[config.mk]
export PLATFORM = sky130hd
export DESIGN_NAME = ball_speed_ctrl
export DESIGN_NICKNAME = d
export VERILOG_FILES = /design/src/rtl/ball_speed_ctrl_pkg.sv /design/src/rtl/ball_speed_ctrl_period_counter.sv /design/src/rtl/ball_speed_ctrl.sv
export SDC_FILE = /design/constraint.sdc
export NUM_CORES = 1
export LEC_CHECK = 0
export CAP_MARGIN = 20
export CORE_MARGIN = 2
export CORE_UTILIZATION = 54
export DETAILED_ROUTE_END_ITERATION = 12
export PLACE_DENSITY = 0.78
export REMOVE_ABC_BUFFERS = 1
export SKIP_LAST_GASP = 1
export SLEW_MARGIN = 20
export SYNTH_ARGS = -nofsm -noshare
export SYNTH_HDL_FRONTEND = slang
export SYNTH_SLANG_ARGS = --single-unit
[constraint.sdc]
create_clock -name clk -period 2.9 [get_ports clk]
set_clock_uncertainty 0.05 [all_clocks]
set_input_delay 0.58 -clock clk [delete_from_list [all_inputs] [get_ports clk]]
set_output_delay 0.58 -clock clk [all_outputs]
set_load 0.02 [all_outputs]
[src/rtl/ball_speed_ctrl_pkg.sv]
// Shared definitions for the table-tennis ball speed controller.
package ball_speed_ctrl_pkg;

  localparam int PERIOD_W = 32;

  typedef enum logic [1:0] {
    ST_IDLE  = 2'd0,
    ST_SERVE = 2'd1,
    ST_RUN   = 2'd2,
    ST_ENDED = 2'd3
  } state_e;

endpackage

[src/rtl/ball_speed_ctrl_period_counter.sv]
// Programmable terminal-count counter: runs 0..tc, raises wrap on the terminal count.
module period_counter
  import ball_speed_ctrl_pkg::*;
(
  input  logic                clk,
  input  logic                rst,
  input  logic                en,
  input  logic                clr,
  input  logic [PERIOD_W-1:0] tc,
  output logic                wrap
);

  logic [PERIOD_W-1:0] cnt_q, cnt_d;

  assign wrap = en && (cnt_q == tc);

  // clr has priority so a hit/miss restarts the period even on a wrap cycle
  always_comb begin
    cnt_d = cnt_q;
    if (clr) begin
      cnt_d = '0;
    end else if (en) begin
      if (cnt_q == tc) cnt_d = '0;
      else             cnt_d = cnt_q + 1'b1;
    end
  end

  always_ff @(posedge clk or posedge rst) begin
    if (rst) cnt_q <= '0;
    else     cnt_q <= cnt_d;
  end

endmodule

[src/rtl/ball_speed_ctrl.sv]
// Ball step scheduler: serve delay, accelerating rally ticks and point-end hold.
module ball_speed_ctrl
  import ball_speed_ctrl_pkg::*;
#(
  parameter logic [PERIOD_W-1:0] BASE_PERIOD = 32'd999_999,
  parameter logic [PERIOD_W-1:0] MIN_PERIOD  = 32'd249_999,
  parameter logic [PERIOD_W-1:0] STEP        = 32'd50_000,
  parameter logic [PERIOD_W-1:0] SERVE_WAIT  = 32'd50,
  parameter logic [PERIOD_W-1:0] END_WAIT    = 32'd100
) (
  input  logic                clk,
  input  logic                rst,
  input  logic                start,
  input  logic                hit,
  input  logic                miss,
  input  logic                pause,
  output logic                step_tick,
  output logic                busy,
  output logic [PERIOD_W-1:0] period,
  output logic [1:0]          state
);

  state_e              state_q, state_d;
  logic [PERIOD_W-1:0] wait_q, wait_d;
  logic [PERIOD_W-1:0] period_q, period_d;
  logic                tick_q, tick_d;
  logic                busy_q, busy_d;
  logic                cnt_en, cnt_clr, wrap;

  // One extra bit keeps period-STEP from wrapping around when STEP > period
  function automatic logic [PERIOD_W-1:0] dec_period(input logic [PERIOD_W-1:0] p);
    logic [PERIOD_W:0] diff;
    diff = {1'b0, p} - {1'b0, STEP};
    if (diff[PERIOD_W] || (diff[PERIOD_W-1:0] < MIN_PERIOD)) return MIN_PERIOD;
    return diff[PERIOD_W-1:0];
  endfunction

  period_counter u_period_counter (
    .clk  (clk),
    .rst  (rst),
    .en   (cnt_en),
    .clr  (cnt_clr),
    .tc   (period_q),
    .wrap (wrap)
  );

  always_comb begin
    state_d  = state_q;
    wait_d   = wait_q;
    period_d = period_q;
    tick_d   = 1'b0;
    cnt_clr  = 1'b0;
    cnt_en   = !pause && (state_q != ST_IDLE);
    if (!pause) begin
      unique case (state_q)
        ST_IDLE: begin
          cnt_clr = 1'b1;
          if (start) begin
            state_d  = ST_SERVE;
            wait_d   = '0;
            period_d = BASE_PERIOD;
          end
        end
        ST_SERVE: begin
          if (wrap) begin
            if (wait_q + 32'd1 >= SERVE_WAIT) begin
              state_d = ST_RUN;
              wait_d  = '0;
            end else begin
              wait_d = wait_q + 32'd1;
            end
          end
        end
        ST_RUN: begin
          if (miss) begin
            state_d  = ST_ENDED;
            wait_d   = '0;
            period_d = BASE_PERIOD;
            cnt_clr  = 1'b1;
          end else if (hit) begin
            period_d = dec_period(period_q);
            cnt_clr  = 1'b1;
          end else if (wrap) begin
            tick_d = 1'b1;
          end
        end
        ST_ENDED: begin
          if (wrap) begin
            if (wait_q + 32'd1 >= END_WAIT) begin
              state_d = ST_IDLE;
              wait_d  = '0;
            end else begin
              wait_d = wait_q + 32'd1;
            end
          end
        end
        default: state_d = ST_IDLE;
      endcase
    end
    busy_d = (state_d != ST_IDLE);
  end

  always_ff @(posedge clk or posedge rst) begin
    if (rst) begin
      state_q  <= ST_IDLE;
      wait_q   <= '0;
      period_q <= BASE_PERIOD;
      tick_q   <= 1'b0;
      busy_q   <= 1'b0;
    end else begin
      state_q  <= state_d;
      wait_q   <= wait_d;
      period_q <= period_d;
      tick_q   <= tick_d;
      busy_q   <= busy_d;
    end
  end

  assign step_tick = tick_q;
  assign busy      = busy_q;
  assign period    = period_q;
  assign state     = state_q;

endmodule
==> metrics.txt <==
status=finished with violations; failing checks=setup timing; Critical R2R Launch=period[5]; Initial Utilization=0.550; first-pass GRT wire length=between 20 and 30 mm; drt pass-1 iters=5; Final Max Tran Viols=0; CTS Buf Count=9; Core Region=11400 sq um; hold_ws=approximately 0.51 ns; yosys warns=0; H-Tree Level Count=3; PwrDens=around 490 nW/um^2; clk_lat worst skew=around 0.36 ns; Slew @ Worst Pin=0.698 ns; CTS tree=yes; Post-Syn Area=between 6000 and 7000 sq um; Final HPWL DP=12.3 mm; Final Core Density=0.711; post-synth top area share=0.352; clk slew on worst S/H paths=0.06 ns; number of I/O pins=42; routed wire length=18.3 mm; CP endpoint kind=register; Worst setup SP type=register; final setup fails=23; IO buf count=41; FF-to-FF path depth=11; GRT busiest layer=met2; post-synthesis compound-gate area fraction=0.180; #FFs+latches synth=97; sink of the worst hold path=wait_q[29]; Max clock buf depth=2; met2 usage=0.491; multiplexer share of the synthesized area=0.00500; via density per instance=~6.4; TritonCTS sink count=97; hold_buf cts=0; VDD IR-drop max=346 uV; std cell rows=39; Hold Crit Class=reg -> reg; diodes inserted=0; Critical R2R Capture=period[7]; layout cells sized above 1=0.236; largest family of logic cells by synthesized area=simple AND/OR/NAND/NOR gates; Final ANT Viol Nets=0; fraction of registers with async set/reset=1.00; Final min period=3.09 ns; Place WS=-0.360 ns; die width=roughly 110 um; Max Cap Viol=0; vias in the first global route=5998; Crit Path Max Fanout=6; number of fill cells in the layout=slightly below 800; CP required=~3.1 ns; post-synthesis adder-cell area fraction=0.0100; Post-synth top flop=dfrtp_1; post-synthesis sequential area ratio=0.390; leading area contributor after synthesis=dfrtp_1; post-synthesis simple-gate area fraction=0.290; Net count, final=818; Die Y=112 um; cells after synthesis=711; WHS Path Cells=1; initial antenna violation count=0; highest clock rate=324 MHz; top post-synthesis cells by area=dfrtp_1 (35%), xor2_1 (5.6%), nand2_1 (4.0%), dfstp_2 (3.8%), nor2_1 (3.7%); slew margin rel.=0.528; largest net degree at the start of global routing=40; CTS root buf=clkbuf_16; Leak=3.45 nW; Congestion Overflow GR=0; post-DR wirelength/cell=approximately 19 um; die area=12500 sq um; XOR/XNOR share of the synthesized area=0.0812; Fin Setup TNS=-2.72 ns; Final Hold Vio Count=0; routability congestion estimate=0.980; Layout Cells excl Fill=955; unique cell type count in the Yosys netlist=82; initial drt markers=543; final setup margin=-0.185 ns; Crit Path Category=reg -> reg; Total GRT Usage=0.291; Reg2Reg Setup Slack=-0.19 ns; CP Data Arrival Time=~3.3 ns; RSZ-0062 raised after global routing=true; area grow syn2layout=29.4%; Final Cycle Share=1.06; # DRC=0; Post-synth EDFFs=0; M3 GR Usage=0.0430; worst hold start=wait_q[29]; post-placement cell count=925; M1 GR Usage=0.363; Vias=6102; Post-Synthesis Mean Instance Area=8.80 sq um
-- cell usage in the layout (no fill, tap or decap), drive strengths merged, types with 3 or more instances in the layout --
cell type / instances
a211oi: 6
clkbuf: 12
a41oi: 4
dfrtp: 88
a31oi: 8
and3: 16
o31ai: 20
or2: 4
nand4: 16
xor2: 40
a21oi: 19
nor4: 22
inv: 15
o21a: 3
nor3b: 4
o22ai: 6
a21o: 8
ha: 5
and4: 12
o41ai: 6
or3: 12
nand2b: 7
xnor2: 18
nor2b: 31
o311ai: 5
nand3: 25
nor2: 62
nand3b: 5
clkdlybuf4s50: 41
a311oi: 7
and2: 7
nor3: 20
nand2: 69
a31o: 4
or4: 9
buf: 90
o21ai: 40
bufinv: 3
dfstp: 9
-- cell type report --
cell class	count	area, sq um	area share
clock buffer	12	236	0.0292
clock inverter	4	95.1	0.0118
inverter	16	67.6	0.00835
multi-input combinational	552	3940	0.487
sequential	97	2450	0.303
tap	143	179	0.0221
timing repair buffer	131	1120	0.139
-- what timing repair did --
item | CTS | global route
cloned | 0 | 0
gates resized for setup | 27 | 56
pin swaps | 15 | 21
setup endpoints to repair | 30 | 84
setup buffers | 4 | 10
-- logic make-up after synthesis --
family,Yosys count
adders and majority gates,5
xor gates and xnor gates,58
DFF,97
buffers and inverters,62
AOI/OAI and AO/OA,160
and+or+nand+nor,326
muxes,3
-- flip-flops by register name, summed over array words and instances, names as in the netlist --
signal and flops:
period 29, wait_q 32, busy 1, state 2, step_tick 1, u_period_counter.cnt_q 32
-- worst max-delay path, cell delays in order (launching register included) --
cell	delay, ns
dfstp_2	0.55
inv_2	0.05
ha_4	0.17
xnor2_2	0.12
or4b_4	0.49
a222oi_1	0.29
o311ai_1	0.19
nand2_1	0.14
a2111oi_4	0.10
or4_4	0.53
a31oi_1	0.21
o22a_1	0.15
-- synthesized netlist by cell type (16+ instances only) --
cell      instances
and3_1           16
o31ai_1          20
nand2_1          67
xor2_1           40
nor4_1           18
dfrtp_1          88
nor2_1           61
o21ai_0          38
a21oi_1          17
nor3_1           19
nor2b_1          31
xnor2_1          18
nand3_1          24
clkbuf_1         31
-- per-stage QoR --
step	cell area, sq um	total power [mW]
floorplan	6040	2.04
global placement	7220	2.36
detailed placement	7220	2.40
CTS	7740	3.82
global route	8090	4.11
finish	8090	3.94
-- worst max path at each step --
| stage | to | startpoint | cells after the start |
|---|---|---|---|
| final | period[7] | period[5] | 11 |
| after global routing | period[7] | period[4] | 11 |
| after CTS | period[7] | period[5] | 11 |
| after detailed placement | period[26] | period[5] | 11 |
| after global placement | period[7] | period[4] | 11 |
| after floorplan | wait_q[5] | period[4] | 8 |
-- power breakdown --
part | switching [mW] | leakage [nW] | internal, mW
Sequential | 0.107 | 1.28 | 1.46
Combinational | 0.549 | 2.01 | 0.464
Clock | 0.523 | 0.161 | 0.843
Total | 1.18 | 3.45 | 2.76
-- routing by layer --
metal  up-vias  wire length, um
li1       2794                -
met1      2945             7400
met2       298             9130
met3        65             1040
met4         0              722
met5         -                0
No activity file was read; power rests on OpenSTA's default activity.
